### src/rtl/trdb_trace_ctrl.sv
// Trace on/off sequencing controller: issues start/stop/resync packet requests
// and the deactivate pulse back to the control register.
module trdb_trace_ctrl #(
    parameter int RESYNC_W = 16
) (
    input  logic                clk_i,
    input  logic                rst_ni,
    input  logic                trace_enable_i,
    input  logic                nc_trace_qualified_i,
    input  logic                trigger_trace_off_i,
    input  logic [RESYNC_W-1:0] resync_max_i,
    input  logic                pkt_valid_i,
    input  logic                start_ack_i,
    input  logic                stop_ack_i,
    input  logic                resync_ack_i,
    input  logic                fifo_empty_i,
    output logic                trace_active_o,
    output logic                start_req_o,
    output logic                stop_req_o,
    output logic                resync_req_o,
    output logic                trace_req_deactivate_o,
    output logic [1:0]          state_o
);

    typedef enum logic [1:0] {
        IDLE     = 2'b00,
        STARTING = 2'b01,
        ACTIVE   = 2'b10,
        STOPPING = 2'b11
    } state_e;

    state_e state_q, state_d;

    logic                stop_acked_q;
    logic                off_cause_q;
    logic                resync_req_q;
    logic                deactivate_q;
    logic [RESYNC_W-1:0] resync_cnt_q;
    logic [RESYNC_W-1:0] resync_cnt_inc;

    logic go;
    logic stop;
    logic enter_stopping;
    logic enter_active;
    logic count_pkt;

    assign go   = trace_enable_i & nc_trace_qualified_i & ~trigger_trace_off_i;
    assign stop = ~trace_enable_i | ~nc_trace_qualified_i | trigger_trace_off_i;

    assign enter_stopping = (state_q != STOPPING) && (state_d == STOPPING);
    assign enter_active   = (state_q != ACTIVE) && (state_d == ACTIVE);
    assign count_pkt      = pkt_valid_i && (resync_max_i != '0);
    assign resync_cnt_inc = resync_cnt_q + RESYNC_W'(1);

    always_ff @(posedge clk_i or negedge rst_ni) begin
        if (!rst_ni) begin
            state_q <= IDLE;
        end else begin
            state_q <= state_d;
        end
    end

    // The start packet is never aborted: a stop seen while STARTING waits for the ack.
    always_comb begin
        state_d = state_q;
        case (state_q)
            IDLE: begin
                if (go) state_d = STARTING;
            end
            STARTING: begin
                if (start_ack_i) state_d = stop ? STOPPING : ACTIVE;
            end
            ACTIVE: begin
                if (stop) state_d = STOPPING;
            end
            STOPPING: begin
                if ((stop_ack_i || stop_acked_q) && fifo_empty_i) state_d = IDLE;
            end
            default: state_d = IDLE;
        endcase
    end

    always_ff @(posedge clk_i or negedge rst_ni) begin
        if (!rst_ni) begin
            stop_acked_q <= 1'b0;
            off_cause_q  <= 1'b0;
            deactivate_q <= 1'b0;
        end else begin
            deactivate_q <= 1'b0;
            if (enter_stopping && trigger_trace_off_i) begin
                off_cause_q <= 1'b1;
            end
            if (state_q == STOPPING) begin
                if (state_d == IDLE) begin
                    stop_acked_q <= 1'b0;
                    deactivate_q <= off_cause_q;
                    off_cause_q  <= 1'b0;
                end else if (stop_ack_i) begin
                    stop_acked_q <= 1'b1;
                end
            end
        end
    end

    // A stop in the same cycle as a threshold hit suppresses the resync request.
    always_ff @(posedge clk_i or negedge rst_ni) begin
        if (!rst_ni) begin
            resync_cnt_q <= '0;
            resync_req_q <= 1'b0;
        end else if (enter_active) begin
            resync_cnt_q <= '0;
            resync_req_q <= 1'b0;
        end else if (state_q == ACTIVE && state_d == ACTIVE) begin
            if (resync_ack_i) begin
                resync_req_q <= 1'b0;
            end
            if (resync_max_i == '0) begin
                resync_cnt_q <= '0;
            end else if (count_pkt) begin
                if (resync_cnt_inc == resync_max_i) begin
                    resync_cnt_q <= '0;
                    resync_req_q <= 1'b1;
                end else begin
                    resync_cnt_q <= resync_cnt_inc;
                end
            end
        end else begin
            resync_req_q <= 1'b0;
        end
    end

    assign state_o                = state_q;
    assign trace_active_o         = (state_q == ACTIVE);
    assign start_req_o            = (state_q == STARTING);
    assign stop_req_o             = (state_q == STOPPING) && !stop_acked_q;
    assign resync_req_o           = resync_req_q;
    assign trace_req_deactivate_o = deactivate_q;

endmodule

### config.mk
export PLATFORM = sky130hd
export DESIGN_NAME = trdb_trace_ctrl
export DESIGN_NICKNAME = d
export VERILOG_FILES = /design/src/rtl/trdb_trace_ctrl.sv
export SDC_FILE = /design/constraint.sdc
export NUM_CORES = 1
export LEC_CHECK = 0
export ABC_AREA = 1
export BUFFER_PORTS_ARGS = -buffer_cell sky130_fd_sc_hd__buf_2
export CORE_UTILIZATION = 45
export CTS_BUF_LIST = sky130_fd_sc_hd__clkbuf_8
export DETAILED_ROUTE_END_ITERATION = 7
export PLACE_DENSITY = 0.75
export SLEW_MARGIN = 40
export SYNTH_ARGS = -nofsm -noshare
export SYNTH_HDL_FRONTEND = slang
export SYNTH_SLANG_ARGS = --single-unit
### constraint.sdc
create_clock -name clk_i -period 4.85 [get_ports clk_i]
set_input_delay 0.2425 -clock clk_i [delete_from_list [all_inputs] [get_ports clk_i]]
set_output_delay 0.2425 -clock clk_i [all_outputs]
set_load 0.03 [all_outputs]
## After elaboration in Yosys (flattened, before gate mapping)

Cells that the tools add are included.

- Output and inout bits: 7
- Word-level logic and storage cells: 64
- Input bits: 26
- Flip-flop bits (word level): 22

- Mux-type cells: 24
- Equal/unequal tests: 8
- Bitwise logic cells: 7
- $add $sub $neg: 1
- Reductions and logical operators: 18

Operators with widths:

| cell | count |
|---|---|
| two-way mux 16 bit | 5 |
| adder 16 x 1 -> 16 bit, second input constant | 1 |
| equality test 16 bit | 1 |
| zero test 16 bit | 1 |
| nonzero test 16 bit | 1 |
| two-way mux 1 bit | 14 |
| equality test 2 bit, second input constant | 4 |
| two-way mux 2 bit | 4 |
| one-hot mux 2 bit (4 select lines) | 1 |
| logical AND 1 bit | 7 |
| zero test 2 bit | 2 |
| inequality test 2 bit, second input constant | 2 |
| AND reduction 2 bit | 2 |
| nonzero test 2 bit | 2 |
| NOT 1 bit | 3 |
| nonzero test 3 bit | 1 |
| bitwise AND 1 bit | 2 |
| equality test 2 x 1 -> 1 bit, second input constant | 1 |
| bitwise OR 1 bit | 2 |
| zero test 1 bit | 1 |
| logical OR 1 bit | 1 |

## Longest topological paths before layout

- Depth after elaboration: 12
- Mapped depth: 15
- Gate-level depth less buffers: 14

## Worst setup path after synthesis

Ideal clock, no wire load.

- Kind: register -> register
- From: register state_q[0], in the netlist state_o[0]
- To: register resync_cnt_q[15]
- Arrival: 1.960 ns
- Path buffers: 1
- Stages on the path, launching flop included: 9
- Setup slack: 2.773 ns
- Setup time: 0.117 ns
- Path through: dfrtp_1 inv_1 nor2_1 inv_1 nor3_1 o22ai_1 clkbuf_1 nand2_1 nand2_1

- Word-level cells in the longest chain between the ends: 6
- Elaborated cells between the ends (all ways): 17
- Classes of those cells: 5 x eq/ne; 6 x mux; 6 x reduce/logical

RTL lines:

| item | RTL line | text |
|---|---|---|
| start: declaration | 32 | `state_e state_q, state_d;` |
| start signal: assignment | 59 | `state_q <= state_d;` |
| equality test 2 x 1 -> 1 bit (*) | -- |  |
| via start_req_o | 18 | `output logic start_req_o,` |
| one-hot mux 2 bit (4 select lines) (*) | 66 | `case (state_q)` |
| equality test 2 bit (*) | 51, 113 |  |
| logical AND 1 bit, on equally long branches | 51, 113 |  |
| nonzero test 3 bit (no line) / nonzero test 2 bit (equally long branches) | -- |  |
| AND reduction 2 bit (no line) | -- |  |
| end signal: assignment | 124 | `resync_cnt_q <= resync_cnt_inc;` |
| end: declaration | 38 | `logic [RESYNC_W-1:0] resync_cnt_q;` |

The timed path passes the listed nets; every way through them passes the cells marked *.
A chain may end at the register's enable or synchronous reset.

## Worst setup path in the final report

- From: register resync_cnt_q[0]
- To: register resync_cnt_q[13]

- Word-level cells in the longest chain between the ends: 7

RTL lines:

| item | RTL line | text |
|---|---|---|
| adder 16 x 1 -> 16 bit (*) | 53 | `assign resync_cnt_inc = resync_cnt_q + RESYNC_W'(1);` |
| equality test 16 bit | 120 | `if (resync_cnt_inc == resync_max_i) begin` |
| two-way mux 16 bit (*) | 120 |  |
| two-way mux 16 bit (*) | 119 | `end else if (count_pkt) begin` |
| two-way mux 16 bit (*) | 117 | `if (resync_max_i == '0) begin` |
| two-way mux 16 bit (*) | 113 | `end else if (state_q == ACTIVE && state_d == ACTIVE) begin` |
| two-way mux 16 bit (*) | 110 | `end else if (enter_active) begin` |

Mark *: on every way between the ends. The rest lies on a longest branch, timed or not. The select of a mux whose other input is x is not followed.

==> impl_metrics.py <==
metrics = {
    "setup_path": {
        "start_kind": "flop",
        "worst-r2r-cell-count": 10,
        "crit_start": "resync_cnt_q[0]",
        "endpoint_kind": "flop",
        "cp-endpoint": "resync_cnt_q[13]",
        "rr_startpoint": "resync_cnt_q[0]",
        "cp_slowest_cell": "dfrtp_1",
        "cp.depth": 10,
        "crit_arrival_ns": 2.31,
        "crit_path_max_incr_delay_ns": 0.42,
        "crit_required_ns": 5.02,
        "cp_max_fo": 17,
        "crit_chain": "ha_1 -> nand2_2 -> nor2_4 -> nand3_2 -> xnor3_1 -> nand2_1 -> nor2_4 -> nand3_4 -> nand3_1 -> nand2_1",
        "cp_top_family": "simple AND/OR/NAND/NOR gates",
        "r2r-end": "resync_cnt_q[13]",
        "worst-r2r-setup-slack_ns": 2.71,
        "cp_num_buf_inv": 0,
        "critPathKind": "reg2reg",
    },
    "timing": {
        "tns_ns": 0,
        "setup_violations": 0,
        "max_slew_margin_pct": 52.11,
        "min_period_ns": 2.144,
        "worstMarginPinSlew_ns": 0.7176,
        "max_freq_mhz": 466.4,
        "finClkSkew_ns": 0.007045,
        "slew_violations": 0,
        "period_share_pct": 44.21,
        "rsz0062_at_grt": "false",
        "finalHoldViolations": 0,
    },
    "place": {
        "dpl.hpwl_mm": 3.375,
        "io_buffer_count": 32,
        "gp_congestion": 0.8730,
    },
    "floorplan": {
        "die_h_um": 66.71,
        "start_util_pct": 47.11,
        "rows": 23,
        "die_area_um2": 4450,
        "fp.dieW_um": 66.71,
        "io_pins": 33,
        "core_area_um2": 4000,
    },
    "global_routing": {
        "grt_pass1_wl_mm": 7.403,
        "grt_max_degree": 23,
        "grt_usage_pct": 22.38,
        "antenna_found_initial": 0,
        "grt.overflow.total": 0,
        "grt_pass1_vias": 1636,
    },
    "power_and_ir_drop": {
        "seqPwrFrac_pct": 41.3,
        "clockPowerShare_pct": 24.7,
        "pwr-share-comb_pct": 34.0,
        "netSwitchingFraction_pct": 38.48,
        "power.switching_mw": 0.2141,
        "power_density_nw_per_um2": 257.6,
        "internal_power_mw": 0.3423,
        "power_mw": 0.5564,
        "total_leakage_power_nw": 1.156,
        "ir_drop_mv": 0.2356,
    },
    "yosys": {
        "post-synth-top-count-cell": "nand2_1",
        "yosysTopAreaCellShare_pct": 29.22,
        "synth_area_leaders": "dfrtp_1, nand2_1, inv_1",
        "synth.avg_cell_area_um2": 6.682,
        "synth_seq_area_share_pct": 29.22,
        "ys_async_sr_fraction_pct": 100.0,
        "synth-edff-count": 0,
        "synth_flop_cell": "dfrtp_1",
        "synth.top_cells.by_count": "nand2_1, inv_1, nand3_1, dfrtp_1, nor2_1",
        "yosysTopAreaCell": "dfrtp_1",
        "yosys_register_bits": 22,
        "syn_area_um2": 1884,
        "yosysUniqueCellTypes": 30,
        "netlist_instances": 282,
        "syn_nets": 309,
        "yosys_warnings": 0,
    },
    "detailed_routing": {
        "dr.pass1.iters": 4,
        "drt_iter0_drc": 146,
        "vias": 1855,
        "ant_nets": 0,
        "wirelength_mm": 4.324,
        "drc_errors": 0,
        "wl_per_cell_um": 11.78,
        "vias_per_cell": 5.054,
    },
    "hold_path": {
        "hp-class": "in2reg",
    },
    "cts": {
        "cts_hold_buf": 1,
        "cts_inserted_buffers": 3,
        "cts_resized": 0,
        "clock_sinks": 22,
        "postCtsSetupRepairBufs": 0,
        "clk_pin_slew_ns": 0.09,
        "cts-root-buf": "clkbuf_8",
        "worstSkewPairLatency_ns": 0.27,
        "cts_buffer_depth": 2,
        "cts_tree": "yes",
        "htreeDepth": 1,
    },
    "cells_and_area": {
        "nets": 345,
        "area.growth.synth_to_final_pct": 14.61,
        "drive_gt1_share_pct": 21.77,
        "diodes": 0,
    },
    "outcome": {
        "status": "finished clean",
    },
    "job": {
        "drv_cap": 0,
    },
}
tightest hold or removal path, delay by kind of cell:
family,cells,cell delay (ns)
compound gates,1,0.07
buf+inv,1,0.07
simple gates,1,0.08
kinds of logic (layout without fill, tap and decap cells):
group	count (synthesis)	in the layout	synth area share, %
AND/OR/NAND/NOR	199	199	53.65
flip-flops	22	22	29.22
adder cells (fa/ha/maj)	1	1	0.6639
XOR/XNOR	5	5	3.851
AO/OA/AOI/OAI	9	9	2.988
buffers and inverters	46	81	9.627
layout make-up:
type                            count  area [um^2]
Fill cell                         398         1841
Sequential cell                    22        550.5
Inverter                           43        161.4
Timing Repair Buffer               34        177.7
Tap cell                           50        62.56
Multi-Input combinational cell    214         1152
Clock buffer                        4        55.05
sequential cells by signal, indices dropped and copies added, names as in the netlist:
register	cells
trace_req_deactivate_o	1
state_o	2
off_cause_q	1
resync_cnt_q	16
stop_acked_q	1
resync_req_o	1
per-layer routing:
metal | GRT usage [%] | up-vias | part of all wire (%)
li1 | - | 969 | -
met1 | 30.87 | 825 | 47
met2 | 35.48 | 54 | 46
met3 | 2.740 | 7 | 5.3
met4 | 8.245 | 0 | 1.7
met5 | 0 | - | 0
through the flow:
stage	worst slack [ns]	cell area [um^2]	instances	utilization, %	hold slack [ns]
6_report	2.706	2160	367	53.99	0.2372
5_1_grt	2.486	2160	367	53.99	0.2463
4_1_cts	2.695	2160	367	53.99	0.2277
3_5_place_dp	2.696	2095	362	52.36	0.2503
3_3_place_gp	2.750	2095	362	52.36	0.2407
2_1_floorplan	2.773	1884	282	-	-0.05309
power groups by stage:
stage          Sequential (mW)  Clock [mW]  Combinational, mW
2_1_floorplan            0.248           0              0.115
3_3_place_gp             0.232           0              0.189
3_5_place_dp             0.232           0              0.191
4_1_cts                  0.230       0.140              0.191
5_1_grt                  0.234       0.149              0.210
6_report                 0.230       0.137              0.189
worst min-delay path by stage:
stage	start	end	slack [ns]	cells past startpoint
4_1_cts	resync_ack_i	resync_req_o	0.23	3
3_3_place_gp	rst_ni	resync_cnt_q[5]	0.24	1
6_report	resync_ack_i	resync_req_o	0.24	3
2_1_floorplan	rst_ni	off_cause_q	-0.05	0
5_1_grt	trigger_trace_off_i	off_cause_q	0.25	3
3_5_place_dp	rst_ni	resync_cnt_q[5]	0.25	1
cell usage in the layout, fill, tap and decap left out:
cell type,instances
nor2_4,8
nor3_1,3
a21oi_1,1
nor2_2,2
nand3b_1,3
nand3_4,1
o22ai_1,1
nand2_1,101
inv_1,43
o21ai_1,1
xor2_1,2
dfrtp_1,22
nand3_1,31
nor4_1,4
nand4_1,7
ha_1,1
o21bai_1,1
nand3_2,13
xnor2_1,1
buf_4,1
buf_2,32
o21ai_0,3
xnor3_1,1
dlygate4sd3_1,1
a221oi_1,1
o21ai_2,1
nand2_4,1
nand2_2,6
xor3_1,1
clkbuf_8,4
nor2_1,19
(Power assumes the default switching activity.)
